===== config.mk =====
export PLATFORM = sky130hd
export DESIGN_NAME = cache_ctrl_flat
export DESIGN_NICKNAME = d
export VERILOG_FILES = /design/src/rtl/cache_ctrl_if.sv /design/src/rtl/cache_ctrl.sv /design/src/flat_wrapper.sv
export SDC_FILE = /design/constraint.sdc
export NUM_CORES = 1
export LEC_CHECK = 0
export ABC_AREA = 1
export BUFFER_PORTS_ARGS = -buffer_cell sky130_fd_sc_hd__buf_2
export CORE_AREA = 2 2 381 383
export DETAILED_ROUTE_END_ITERATION = 6
export DIE_AREA = 0 0 383 385
export PLACE_DENSITY = 0.35
export SYNTH_ARGS = -nofsm -noshare
export SYNTH_HDL_FRONTEND = slang
export SYNTH_SLANG_ARGS = --single-unit

===== constraint.sdc =====
create_clock -name clk -period 2.3 [get_ports clk]
set_input_delay 0.115 -clock clk [delete_from_list [all_inputs] [get_ports clk]]
set_output_delay 0.115 -clock clk [all_outputs]
set_load 0.005 [all_outputs]

===== src/rtl/cache_ctrl_if.sv =====
// cache_ctrl_if: CPU load/store port and line-granular memory port.
// master = requester/memory side, slave = cache controller.
interface cache_ctrl_if;
   logic          req_valid_i;
   logic          req_ready_o;
   logic          req_we_i;
   logic [31:0]   req_addr_i;
   logic [3:0]    req_wstrb_i;
   logic [31:0]   req_wdata_i;
   logic          resp_valid_o;
   logic [31:0]   resp_rdata_o;
   logic          mem_rd_req_o;
   logic [31:0]   mem_rd_addr_o;
   logic          mem_rd_ready_i;
   logic          mem_ret_valid_i;
   logic [127:0]  mem_ret_data_i;
   logic          mem_wr_req_o;
   logic [31:0]   mem_wr_addr_o;
   logic [127:0]  mem_wr_data_o;
   logic          mem_wr_ready_i;

   modport master (
      output req_valid_i, req_we_i, req_addr_i,
      output req_wstrb_i, req_wdata_i,
      output mem_rd_ready_i, mem_ret_valid_i,
      output mem_ret_data_i, mem_wr_ready_i,
      input  req_ready_o, resp_valid_o, resp_rdata_o,
      input  mem_rd_req_o, mem_rd_addr_o,
      input  mem_wr_req_o, mem_wr_addr_o, mem_wr_data_o
   );

   modport slave (
      input  req_valid_i, req_we_i, req_addr_i,
      input  req_wstrb_i, req_wdata_i,
      input  mem_rd_ready_i, mem_ret_valid_i,
      input  mem_ret_data_i, mem_wr_ready_i,
      output req_ready_o, resp_valid_o, resp_rdata_o,
      output mem_rd_req_o, mem_rd_addr_o,
      output mem_wr_req_o, mem_wr_addr_o, mem_wr_data_o
   );
endinterface


===== src/rtl/cache_ctrl.sv =====
// cache_ctrl: 2-way set-associative write-back/write-allocate D-cache FSM.
// Optional hit/miss counters are built when CACHE_PERF_CNT_EN is defined.
module cache_ctrl #(
   parameter int IDX_W = 8,
   parameter int TAG_W = 20,
   parameter int OFF_W = 4
) (
   input  logic             clk,
   input  logic             rst_n,
   cache_ctrl_if.slave      bus,
   output logic [IDX_W-1:0] way_index_o,
   output logic [OFF_W-1:0] way_offset_o,
   output logic [1:0]       way_wr_tag_en_o,
   output logic [1:0]       way_wr_valid_en_o,
   output logic [1:0]       way_wr_dirty_en_o,
   output logic [1:0]       way_wr_full_bank_o,
   output logic [7:0]       way_wr_data_en_o,
   output logic             way_wr_lru_en_o,
   output logic [TAG_W-1:0] way_wr_tag_o,
   output logic             way_wr_valid_o,
   output logic             way_wr_dirty_o,
   output logic [127:0]     way_wr_data_o,
   output logic             way_wr_lru_o,
   input  logic [TAG_W-1:0] way0_rd_tag_i,
   input  logic [TAG_W-1:0] way1_rd_tag_i,
   input  logic             way0_rd_valid_i,
   input  logic             way1_rd_valid_i,
   input  logic             way0_rd_dirty_i,
   input  logic             way1_rd_dirty_i,
   input  logic [127:0]     way0_rd_data_i,
   input  logic [127:0]     way1_rd_data_i,
   input  logic             way0_rd_lru_i,
   output logic [31:0]      hit_cnt_o,
   output logic [31:0]      miss_cnt_o
);

   typedef enum logic [2:0] {
      S_IDLE, S_LOOKUP, S_WB, S_RD_REQ, S_RD_WAIT, S_REFILL
   } state_t;

   state_t        state_q, state_d;
   logic          we_q, we_d;
   logic [31:0]   addr_q, addr_d;
   logic [3:0]    wstrb_q, wstrb_d;
   logic [31:0]   wdata_q, wdata_d;
   logic          victim_q, victim_d;
   logic          replay_q, replay_d;
   logic [127:0]  line_q, line_d;
   logic          mrd_req_q, mrd_req_d;
   logic [31:0]   mrd_addr_q, mrd_addr_d;
   logic          mwr_req_q, mwr_req_d;
   logic [31:0]   mwr_addr_q, mwr_addr_d;
   logic [127:0]  mwr_data_q, mwr_data_d;

   logic [TAG_W-1:0] tag_q;
   logic [IDX_W-1:0] idx_q;
   logic [1:0]       bank;
   logic             hit0, hit1, any_hit, hit_way;
   logic [127:0]     hit_line;
   logic [31:0]      hit_word, merged;
   logic             vic, vic_valid, vic_dirty;
   logic [TAG_W-1:0] vic_tag;
   logic [127:0]     vic_data;

   assign tag_q = addr_q[31 -: TAG_W];
   assign idx_q = addr_q[OFF_W +: IDX_W];
   assign bank  = addr_q[3:2];

   // Way 0 wins if both ways claim a hit.
   assign hit0    = way0_rd_valid_i && (way0_rd_tag_i == tag_q);
   assign hit1    = !hit0 && way1_rd_valid_i && (way1_rd_tag_i == tag_q);
   assign any_hit = hit0 || hit1;
   assign hit_way = hit1;
   assign hit_line = hit_way ? way1_rd_data_i : way0_rd_data_i;
   assign hit_word = hit_line[{bank, 5'b0} +: 32];

   // Victim: first invalid way, way 0 first, else the LRU way.
   assign vic = !way0_rd_valid_i ? 1'b0 :
                !way1_rd_valid_i ? 1'b1 : way0_rd_lru_i;
   assign vic_valid = vic ? way1_rd_valid_i : way0_rd_valid_i;
   assign vic_dirty = vic ? way1_rd_dirty_i : way0_rd_dirty_i;
   assign vic_tag   = vic ? way1_rd_tag_i : way0_rd_tag_i;
   assign vic_data  = vic ? way1_rd_data_i : way0_rd_data_i;

   // Byte-merge store data into the word read from the hit way.
   always_comb begin
      merged = hit_word;
      for (int b = 0; b < 4; b++) begin
         if (wstrb_q[b]) merged[8*b +: 8] = wdata_q[8*b +: 8];
      end
   end

   // Next-state, request capture and way/CPU output decode.
   always_comb begin
      state_d    = state_q;
      we_d       = we_q;
      addr_d     = addr_q;
      wstrb_d    = wstrb_q;
      wdata_d    = wdata_q;
      victim_d   = victim_q;
      replay_d   = replay_q;
      line_d     = line_q;
      mrd_req_d  = mrd_req_q;
      mrd_addr_d = mrd_addr_q;
      mwr_req_d  = mwr_req_q;
      mwr_addr_d = mwr_addr_q;
      mwr_data_d = mwr_data_q;
      bus.req_ready_o    = 1'b0;
      bus.resp_valid_o   = 1'b0;
      bus.resp_rdata_o   = '0;
      way_index_o        = idx_q;
      way_offset_o       = addr_q[OFF_W-1:0];
      way_wr_tag_en_o    = '0;
      way_wr_valid_en_o  = '0;
      way_wr_dirty_en_o  = '0;
      way_wr_full_bank_o = '0;
      way_wr_data_en_o   = '0;
      way_wr_lru_en_o    = 1'b0;
      way_wr_tag_o       = '0;
      way_wr_valid_o     = 1'b0;
      way_wr_dirty_o     = 1'b0;
      way_wr_data_o      = '0;
      way_wr_lru_o       = 1'b0;
      unique case (state_q)
         S_IDLE: begin
            bus.req_ready_o = 1'b1;
            way_index_o     = '0;
            way_offset_o    = '0;
            replay_d        = 1'b0;
            if (bus.req_valid_i) begin
               we_d         = bus.req_we_i;
               addr_d       = bus.req_addr_i;
               wstrb_d      = bus.req_wstrb_i;
               wdata_d      = bus.req_wdata_i;
               way_index_o  = bus.req_addr_i[OFF_W +: IDX_W];
               way_offset_o = bus.req_addr_i[OFF_W-1:0];
               state_d      = S_LOOKUP;
            end
         end
         S_LOOKUP: begin
            if (any_hit) begin
               bus.resp_valid_o = 1'b1;
               way_wr_lru_en_o  = 1'b1;
               way_wr_lru_o     = !hit_way;
               state_d          = S_IDLE;
               if (!we_q) begin
                  bus.resp_rdata_o = hit_word;
               end else begin
                  way_wr_data_o = {4{merged}};
                  way_wr_data_en_o[{hit_way, bank}] = 1'b1;
                  way_wr_dirty_en_o[hit_way] = 1'b1;
                  way_wr_dirty_o = 1'b1;
               end
            end else begin
               victim_d = vic;
               if (vic_valid && vic_dirty) begin
                  mwr_req_d  = 1'b1;
                  mwr_addr_d = {vic_tag, idx_q, {OFF_W{1'b0}}};
                  mwr_data_d = vic_data;
                  state_d    = S_WB;
               end else begin
                  mrd_req_d  = 1'b1;
                  mrd_addr_d = {tag_q, idx_q, {OFF_W{1'b0}}};
                  state_d    = S_RD_REQ;
               end
            end
         end
         S_WB: begin
            if (bus.mem_wr_ready_i) begin
               mwr_req_d  = 1'b0;
               mwr_addr_d = '0;
               mwr_data_d = '0;
               mrd_req_d  = 1'b1;
               mrd_addr_d = {tag_q, idx_q, {OFF_W{1'b0}}};
               state_d    = S_RD_REQ;
            end
         end
         S_RD_REQ: begin
            if (bus.mem_rd_ready_i) begin
               mrd_req_d  = 1'b0;
               mrd_addr_d = '0;
               state_d    = S_RD_WAIT;
            end
         end
         S_RD_WAIT: begin
            if (bus.mem_ret_valid_i) begin
               line_d  = bus.mem_ret_data_i;
               state_d = S_REFILL;
            end
         end
         S_REFILL: begin
            way_wr_full_bank_o[victim_q] = 1'b1;
            way_wr_tag_en_o[victim_q]    = 1'b1;
            way_wr_valid_en_o[victim_q]  = 1'b1;
            way_wr_dirty_en_o[victim_q]  = 1'b1;
            way_wr_tag_o   = tag_q;
            way_wr_valid_o = 1'b1;
            way_wr_data_o  = line_q;
            replay_d       = 1'b1;
            state_d        = S_LOOKUP;
         end
         default: state_d = S_IDLE;
      endcase
   end

   // State, request and memory-port registers.
   always_ff @(posedge clk or negedge rst_n) begin
      if (!rst_n) begin
         state_q    <= S_IDLE;
         we_q       <= 1'b0;
         addr_q     <= '0;
         wstrb_q    <= '0;
         wdata_q    <= '0;
         victim_q   <= 1'b0;
         replay_q   <= 1'b0;
         line_q     <= '0;
         mrd_req_q  <= 1'b0;
         mrd_addr_q <= '0;
         mwr_req_q  <= 1'b0;
         mwr_addr_q <= '0;
         mwr_data_q <= '0;
      end else begin
         state_q    <= state_d;
         we_q       <= we_d;
         addr_q     <= addr_d;
         wstrb_q    <= wstrb_d;
         wdata_q    <= wdata_d;
         victim_q   <= victim_d;
         replay_q   <= replay_d;
         line_q     <= line_d;
         mrd_req_q  <= mrd_req_d;
         mrd_addr_q <= mrd_addr_d;
         mwr_req_q  <= mwr_req_d;
         mwr_addr_q <= mwr_addr_d;
         mwr_data_q <= mwr_data_d;
      end
   end

   assign bus.mem_rd_req_o  = mrd_req_q;
   assign bus.mem_rd_addr_o = mrd_addr_q;
   assign bus.mem_wr_req_o  = mwr_req_q;
   assign bus.mem_wr_addr_o = mwr_addr_q;
   assign bus.mem_wr_data_o = mwr_data_q;

`ifdef CACHE_PERF_CNT_EN
   logic [31:0] hit_cnt_q, hit_cnt_d;
   logic [31:0] miss_cnt_q, miss_cnt_d;

   // Count first-pass lookups only; the post-refill replay is skipped.
   always_comb begin
      hit_cnt_d  = hit_cnt_q;
      miss_cnt_d = miss_cnt_q;
      if (state_q == S_LOOKUP && !replay_q) begin
         if (any_hit) hit_cnt_d = hit_cnt_q + 32'd1;
         else         miss_cnt_d = miss_cnt_q + 32'd1;
      end
   end

   // Counter registers, wrapping naturally.
   always_ff @(posedge clk or negedge rst_n) begin
      if (!rst_n) begin
         hit_cnt_q  <= '0;
         miss_cnt_q <= '0;
      end else begin
         hit_cnt_q  <= hit_cnt_d;
         miss_cnt_q <= miss_cnt_d;
      end
   end

   assign hit_cnt_o  = hit_cnt_q;
   assign miss_cnt_o = miss_cnt_q;
`else
   assign hit_cnt_o  = '0;
   assign miss_cnt_o = '0;
`endif

endmodule


===== src/flat_wrapper.sv =====
// flat-port wrapper written by rule: the top's interface ports become plain ports
module cache_ctrl_flat 
#(
   parameter int IDX_W = 8,
   parameter int TAG_W = 20,
   parameter int OFF_W = 4
)
  (clk, rst_n, way_index_o, way_offset_o, way_wr_tag_en_o, way_wr_valid_en_o, way_wr_dirty_en_o, way_wr_full_bank_o, way_wr_data_en_o, way_wr_lru_en_o, way_wr_tag_o, way_wr_valid_o, way_wr_dirty_o, way_wr_data_o, way_wr_lru_o, way0_rd_tag_i, way1_rd_tag_i, way0_rd_valid_i, way1_rd_valid_i, way0_rd_dirty_i, way1_rd_dirty_i, way0_rd_data_i, way1_rd_data_i, way0_rd_lru_i, hit_cnt_o, miss_cnt_o, bus_req_valid_i, bus_req_we_i, bus_req_addr_i, bus_req_wstrb_i, bus_req_wdata_i, bus_mem_rd_ready_i, bus_mem_ret_valid_i, bus_mem_ret_data_i, bus_mem_wr_ready_i, bus_req_ready_o, bus_resp_valid_o, bus_resp_rdata_o, bus_mem_rd_req_o, bus_mem_rd_addr_o, bus_mem_wr_req_o, bus_mem_wr_addr_o, bus_mem_wr_data_o);
  cache_ctrl_if bus_i ();
  input  logic clk;
  input  logic rst_n;
  output logic [IDX_W-1:0] way_index_o;
  output logic [OFF_W-1:0] way_offset_o;
  output logic [1:0] way_wr_tag_en_o;
  output logic [1:0] way_wr_valid_en_o;
  output logic [1:0] way_wr_dirty_en_o;
  output logic [1:0] way_wr_full_bank_o;
  output logic [7:0] way_wr_data_en_o;
  output logic way_wr_lru_en_o;
  output logic [TAG_W-1:0] way_wr_tag_o;
  output logic way_wr_valid_o;
  output logic way_wr_dirty_o;
  output logic [127:0] way_wr_data_o;
  output logic way_wr_lru_o;
  input  logic [TAG_W-1:0] way0_rd_tag_i;
  input  logic [TAG_W-1:0] way1_rd_tag_i;
  input  logic way0_rd_valid_i;
  input  logic way1_rd_valid_i;
  input  logic way0_rd_dirty_i;
  input  logic way1_rd_dirty_i;
  input  logic [127:0] way0_rd_data_i;
  input  logic [127:0] way1_rd_data_i;
  input  logic way0_rd_lru_i;
  output logic [31:0] hit_cnt_o;
  output logic [31:0] miss_cnt_o;
  input wire logic [$bits(bus_i.req_valid_i)-1:0] bus_req_valid_i;
  input wire logic [$bits(bus_i.req_we_i)-1:0] bus_req_we_i;
  input wire logic [$bits(bus_i.req_addr_i)-1:0] bus_req_addr_i;
  input wire logic [$bits(bus_i.req_wstrb_i)-1:0] bus_req_wstrb_i;
  input wire logic [$bits(bus_i.req_wdata_i)-1:0] bus_req_wdata_i;
  input wire logic [$bits(bus_i.mem_rd_ready_i)-1:0] bus_mem_rd_ready_i;
  input wire logic [$bits(bus_i.mem_ret_valid_i)-1:0] bus_mem_ret_valid_i;
  input wire logic [$bits(bus_i.mem_ret_data_i)-1:0] bus_mem_ret_data_i;
  input wire logic [$bits(bus_i.mem_wr_ready_i)-1:0] bus_mem_wr_ready_i;
  output wire logic [$bits(bus_i.req_ready_o)-1:0] bus_req_ready_o;
  output wire logic [$bits(bus_i.resp_valid_o)-1:0] bus_resp_valid_o;
  output wire logic [$bits(bus_i.resp_rdata_o)-1:0] bus_resp_rdata_o;
  output wire logic [$bits(bus_i.mem_rd_req_o)-1:0] bus_mem_rd_req_o;
  output wire logic [$bits(bus_i.mem_rd_addr_o)-1:0] bus_mem_rd_addr_o;
  output wire logic [$bits(bus_i.mem_wr_req_o)-1:0] bus_mem_wr_req_o;
  output wire logic [$bits(bus_i.mem_wr_addr_o)-1:0] bus_mem_wr_addr_o;
  output wire logic [$bits(bus_i.mem_wr_data_o)-1:0] bus_mem_wr_data_o;
  assign bus_i.req_valid_i = bus_req_valid_i;
  assign bus_i.req_we_i = bus_req_we_i;
  assign bus_i.req_addr_i = bus_req_addr_i;
  assign bus_i.req_wstrb_i = bus_req_wstrb_i;
  assign bus_i.req_wdata_i = bus_req_wdata_i;
  assign bus_i.mem_rd_ready_i = bus_mem_rd_ready_i;
  assign bus_i.mem_ret_valid_i = bus_mem_ret_valid_i;
  assign bus_i.mem_ret_data_i = bus_mem_ret_data_i;
  assign bus_i.mem_wr_ready_i = bus_mem_wr_ready_i;
  assign bus_req_ready_o = bus_i.req_ready_o;
  assign bus_resp_valid_o = bus_i.resp_valid_o;
  assign bus_resp_rdata_o = bus_i.resp_rdata_o;
  assign bus_mem_rd_req_o = bus_i.mem_rd_req_o;
  assign bus_mem_rd_addr_o = bus_i.mem_rd_addr_o;
  assign bus_mem_wr_req_o = bus_i.mem_wr_req_o;
  assign bus_mem_wr_addr_o = bus_i.mem_wr_addr_o;
  assign bus_mem_wr_data_o = bus_i.mem_wr_data_o;
  cache_ctrl #(.IDX_W(IDX_W), .TAG_W(TAG_W), .OFF_W(OFF_W)) u_core (.clk(clk), .rst_n(rst_n), .bus(bus_i), .way_index_o(way_index_o), .way_offset_o(way_offset_o), .way_wr_tag_en_o(way_wr_tag_en_o), .way_wr_valid_en_o(way_wr_valid_en_o), .way_wr_dirty_en_o(way_wr_dirty_en_o), .way_wr_full_bank_o(way_wr_full_bank_o), .way_wr_data_en_o(way_wr_data_en_o), .way_wr_lru_en_o(way_wr_lru_en_o), .way_wr_tag_o(way_wr_tag_o), .way_wr_valid_o(way_wr_valid_o), .way_wr_dirty_o(way_wr_dirty_o), .way_wr_data_o(way_wr_data_o), .way_wr_lru_o(way_wr_lru_o), .way0_rd_tag_i(way0_rd_tag_i), .way1_rd_tag_i(way1_rd_tag_i), .way0_rd_valid_i(way0_rd_valid_i), .way1_rd_valid_i(way1_rd_valid_i), .way0_rd_dirty_i(way0_rd_dirty_i), .way1_rd_dirty_i(way1_rd_dirty_i), .way0_rd_data_i(way0_rd_data_i), .way1_rd_data_i(way1_rd_data_i), .way0_rd_lru_i(way0_rd_lru_i), .hit_cnt_o(hit_cnt_o), .miss_cnt_o(miss_cnt_o));
endmodule

==> run summary <==
Leak: 21.3 nW
Register area: 9690 um^2
# fillers: 15500
Crit-path cells: inv_2 > nand2_1 > nand2_1 > nor2_2 > nand2_1 > nor2_2 > nand2_2 > nor2_4 > buf_12 > nand2_8 > buf_12 > buf_16 > clkbuf_16 > nand2_2 > nand3_2 > nand3_2 > nand3_4 > nand2_8 > nand2_2 > buf_6
Yosys cell types: 35
Die H: 385 um
DP Wirelength: 123 mm
Fin crit share: 1.53
Clk pwr share: 0.215
Crit path kind: reg -> out
Placed cell area: 31300 um^2
Io pins: 976
Share of the synthesized area in the top cell type: 0.444
Final Non-Filler Cells: 6385
Outcome: complete, but fails checks
Overall die area: 147000 um^2
Comb pwr share: 0.517
Final hold viol count: 0
Worst-Skew Late Latency: 0.65 ns
Final worst slack: -1.22 ns
Setup-failing EPs final: 382
Hold WC Path Type: in -> reg
RSZ-0062 raised after global routing: yes
Total CTS buffers: 54
Critical-path cell with the highest stage delay: dfrtp_1
Global-route wire length before repair: 207 mm
Hold path start: way1_rd_tag_i[2]
Net Sw Power: 0.0186 W
Worst setup startpoint: u_core.addr_q[27]$_DFFE_PN0P_
Total power: 0.0436 W
Worst slew pin tran: 0.780 ns
Via count: 26800
Area grow syn2layout: 95.4%
Clk buf depth: 3
Kind of end point of the critical path: primary output
GRT Util Overall: 0.198
Initial Util: 0.152
Register area share after synthesis: 0.444
Syn_area_per_cell: 7.97 um^2
Most frequent cells in the layout: 828 x buf_2, 731 x nand2_1, 483 x dlygate4sd3_1
Share of layout cells above drive strength 1: 0.456
Post-Layout Inst Area: 42600 um^2
Largest cells by area after synthesis: dfrtp_1 44%, nand2_1 16%, nand3_1 8.3%
Initial DRC Count: 1747
#FFs+latches synth: 387
Rows: 139
Worst r2r src: u_core.addr_q[15]$_DFFE_PN0P_
DP Cell Count: 5717
H-Tree Depth: 2
Multi-input logic area: 13500 um^2
R2r worst-path depth: 16
Tmin final: 3.52 ns
Drt drc: 0
Vias in the first global route: 26500
Clock tree from TritonCTS: built
Switching portion of total power: 0.427
Largest net degree at the start of global routing: 67
Final Max Slew Viols: 0
R2r endpoint: u_core.bus.mem_wr_data_o[55]$_DFFE_PN0P_
Antenna-violating nets left: 0
WL/cell: 24.7 um
Post-synth top area cell: dfrtp_1
Int Pwr: 0.0250 W
Synthesized area: 21800 um^2
Critical path peak fanout: 7
Crit path arrival time: 3.41 ns
Die W: 383 um
Clk_skew: 0.0212 ns
Worst path required time: 2.18 ns
Reg2Reg Setup Slack: -0.56 ns
F_max: 284 MHz
Max VDD drop: 605 uV
Maxcap violations: 0
Initial antenna violation count: 34
Syn Inst Count: 2735
Clk slew on worst S/H paths: 0.06 ns
Fin nets: 4924
Global route overflow: 0
GPL Wtd Cong: 0.887
Drt total wl: 158 mm
Crit path capture: way_wr_data_o[118]
Sequential power share: 0.268
CP startpoint kind: flop
Core ar.: 143000 um^2
DR vias/cell: 4.19
Number of buffers added on ports: 903
CTS sink cnt: 387
Commonest non-fill, non-tap cell in the layout: buf_2
Max transition margin: 0.477
Failing checks: setup timing
Clock Tree Root: clkbuf_16
First-pass iteration count of the detailed router: 5
Util after Layout: 0.298
Pwr Density: 1020 nW/um^2
Yosys Warn Count: 0
Critical Path Max Stage Delay: 0.39 ns
-- layer usage --
metal / vias to the layer above / GRT usage / wire length [um]
li1: 12400 / - / -
met1: 13200 / 0.257 / 67900
met2: 998 / 0.336 / 76100
met3: 176 / 0.0411 / 9990
met4: 18 / 0.0446 / 3600
met5: - / 0 / 117
-- critical path, delay by kind of cell, from the launching register on --
family | cells | cell delay, ns
buffers and inverters | 6 | 0.87
AND/OR/NAND/NOR | 14 | 1.47
flip-flops | 1 | 0.39
-- cell usage after synthesis, drive strengths merged --
cell type	instances
mux2	131
clkbuf	85
o32ai	1
buf	173
o2111ai	2
a21oi	37
o31ai	28
nor3b	1
o211ai	3
nor2	135
xnor2	3
or2	3
clkinv	5
o21ai	229
mux2i	128
nand4	14
nor2b	1
dfrtp	387
conb	1
nor3	8
inv	88
a21boi	1
nand2	906
nand3	365
-- state kept, by name, indices dropped and copies added (netlist names) --
name,cells
u_core.bus.mem_wr_req_o,1
u_core.wdata_q,32
u_core.victim_q,1
u_core.bus.mem_rd_addr_o,28
u_core.wstrb_q,4
u_core.line_q,128
u_core.we_q,1
u_core.state_q,3
u_core.bus.mem_rd_req_o,1
u_core.bus.mem_wr_data_o,128
u_core.addr_q,32
u_core.bus.mem_wr_addr_o,28
-- final cells by class --
cell class,count,area share
timing repair buffer,1815,0.346
multi-input combinational,2069,0.317
sequential,387,0.227
tap,1903,0.0559
clock buffer,77,0.0366
inverter,93,0.00843
clock inverter,21,0.00796
antenna,20,0.00117
-- how the worst min path moves through the flow --
stage,to,slack (ns),cells after the start
after floorplan,u_core.addr_q[0]$_DFFE_PN0P_,-0.18,0
after global placement,u_core.line_q[94]$_DFFE_PN0P_,0.10,1
after detailed placement,u_core.line_q[94]$_DFFE_PN0P_,0.11,1
after CTS,u_core.bus.mem_wr_addr_o[21]$_DFFE_PN0P_,0.004,6
after global routing,u_core.bus.mem_wr_addr_o[31]$_DFFE_PN0P_,0.06,6
final,u_core.bus.mem_wr_addr_o[14]$_DFFE_PN0P_,0.07,6
-- kinds of logic (layout without fill, tap and decap cells) --
group | count (synthesis) | in the layout | share of synthesized area
simple gates | 1433 | 1434 | 0.271
flops | 387 | 387 | 0.444
buf+inv | 351 | 2006 | 0.0834
compound gates | 301 | 301 | 0.0735
mux | 259 | 259 | 0.126
xor+xnor | 3 | 3 | 0.00120
other cells | 1 | 92 | 0.000172
-- through the flow --
step | hold slack, ns | worst slack (ns) | TNS [ns]
after floorplan | -0.181 | 0.407 | 0
after global placement | 0.102 | -1.29 | -247.72
after detailed placement | 0.105 | -1.22 | -229.26
after CTS | 0.00450 | -1.31 | -302.28
after global routing | 0.0561 | -1.40 | -348.48
final | 0.0685 | -1.22 | -277.81
-- power groups by stage --
stage,registers (W),clock network [W],logic [W]
2_1_floorplan,0.0114,0,0.00808
3_3_place_gp,0.0117,0,0.0196
3_5_place_dp,0.0118,0,0.0196
4_1_cts,0.0117,0.00965,0.0213
5_1_grt,0.0120,0.00989,0.0245
6_report,0.0117,0.00937,0.0226
-- timing repair --
action | 4_1_cts | 5_1_grt
resized for setup | 213 | 622
buffers inserted | 13 | 51
hold buffers | 484 | 0
endpoints found under the hold margin | 660 | 0
cloned | 2 | 21
setup endpoints to repair | 383 | 397
pin swaps | 21 | 124
(Power assumes the default switching activity.)
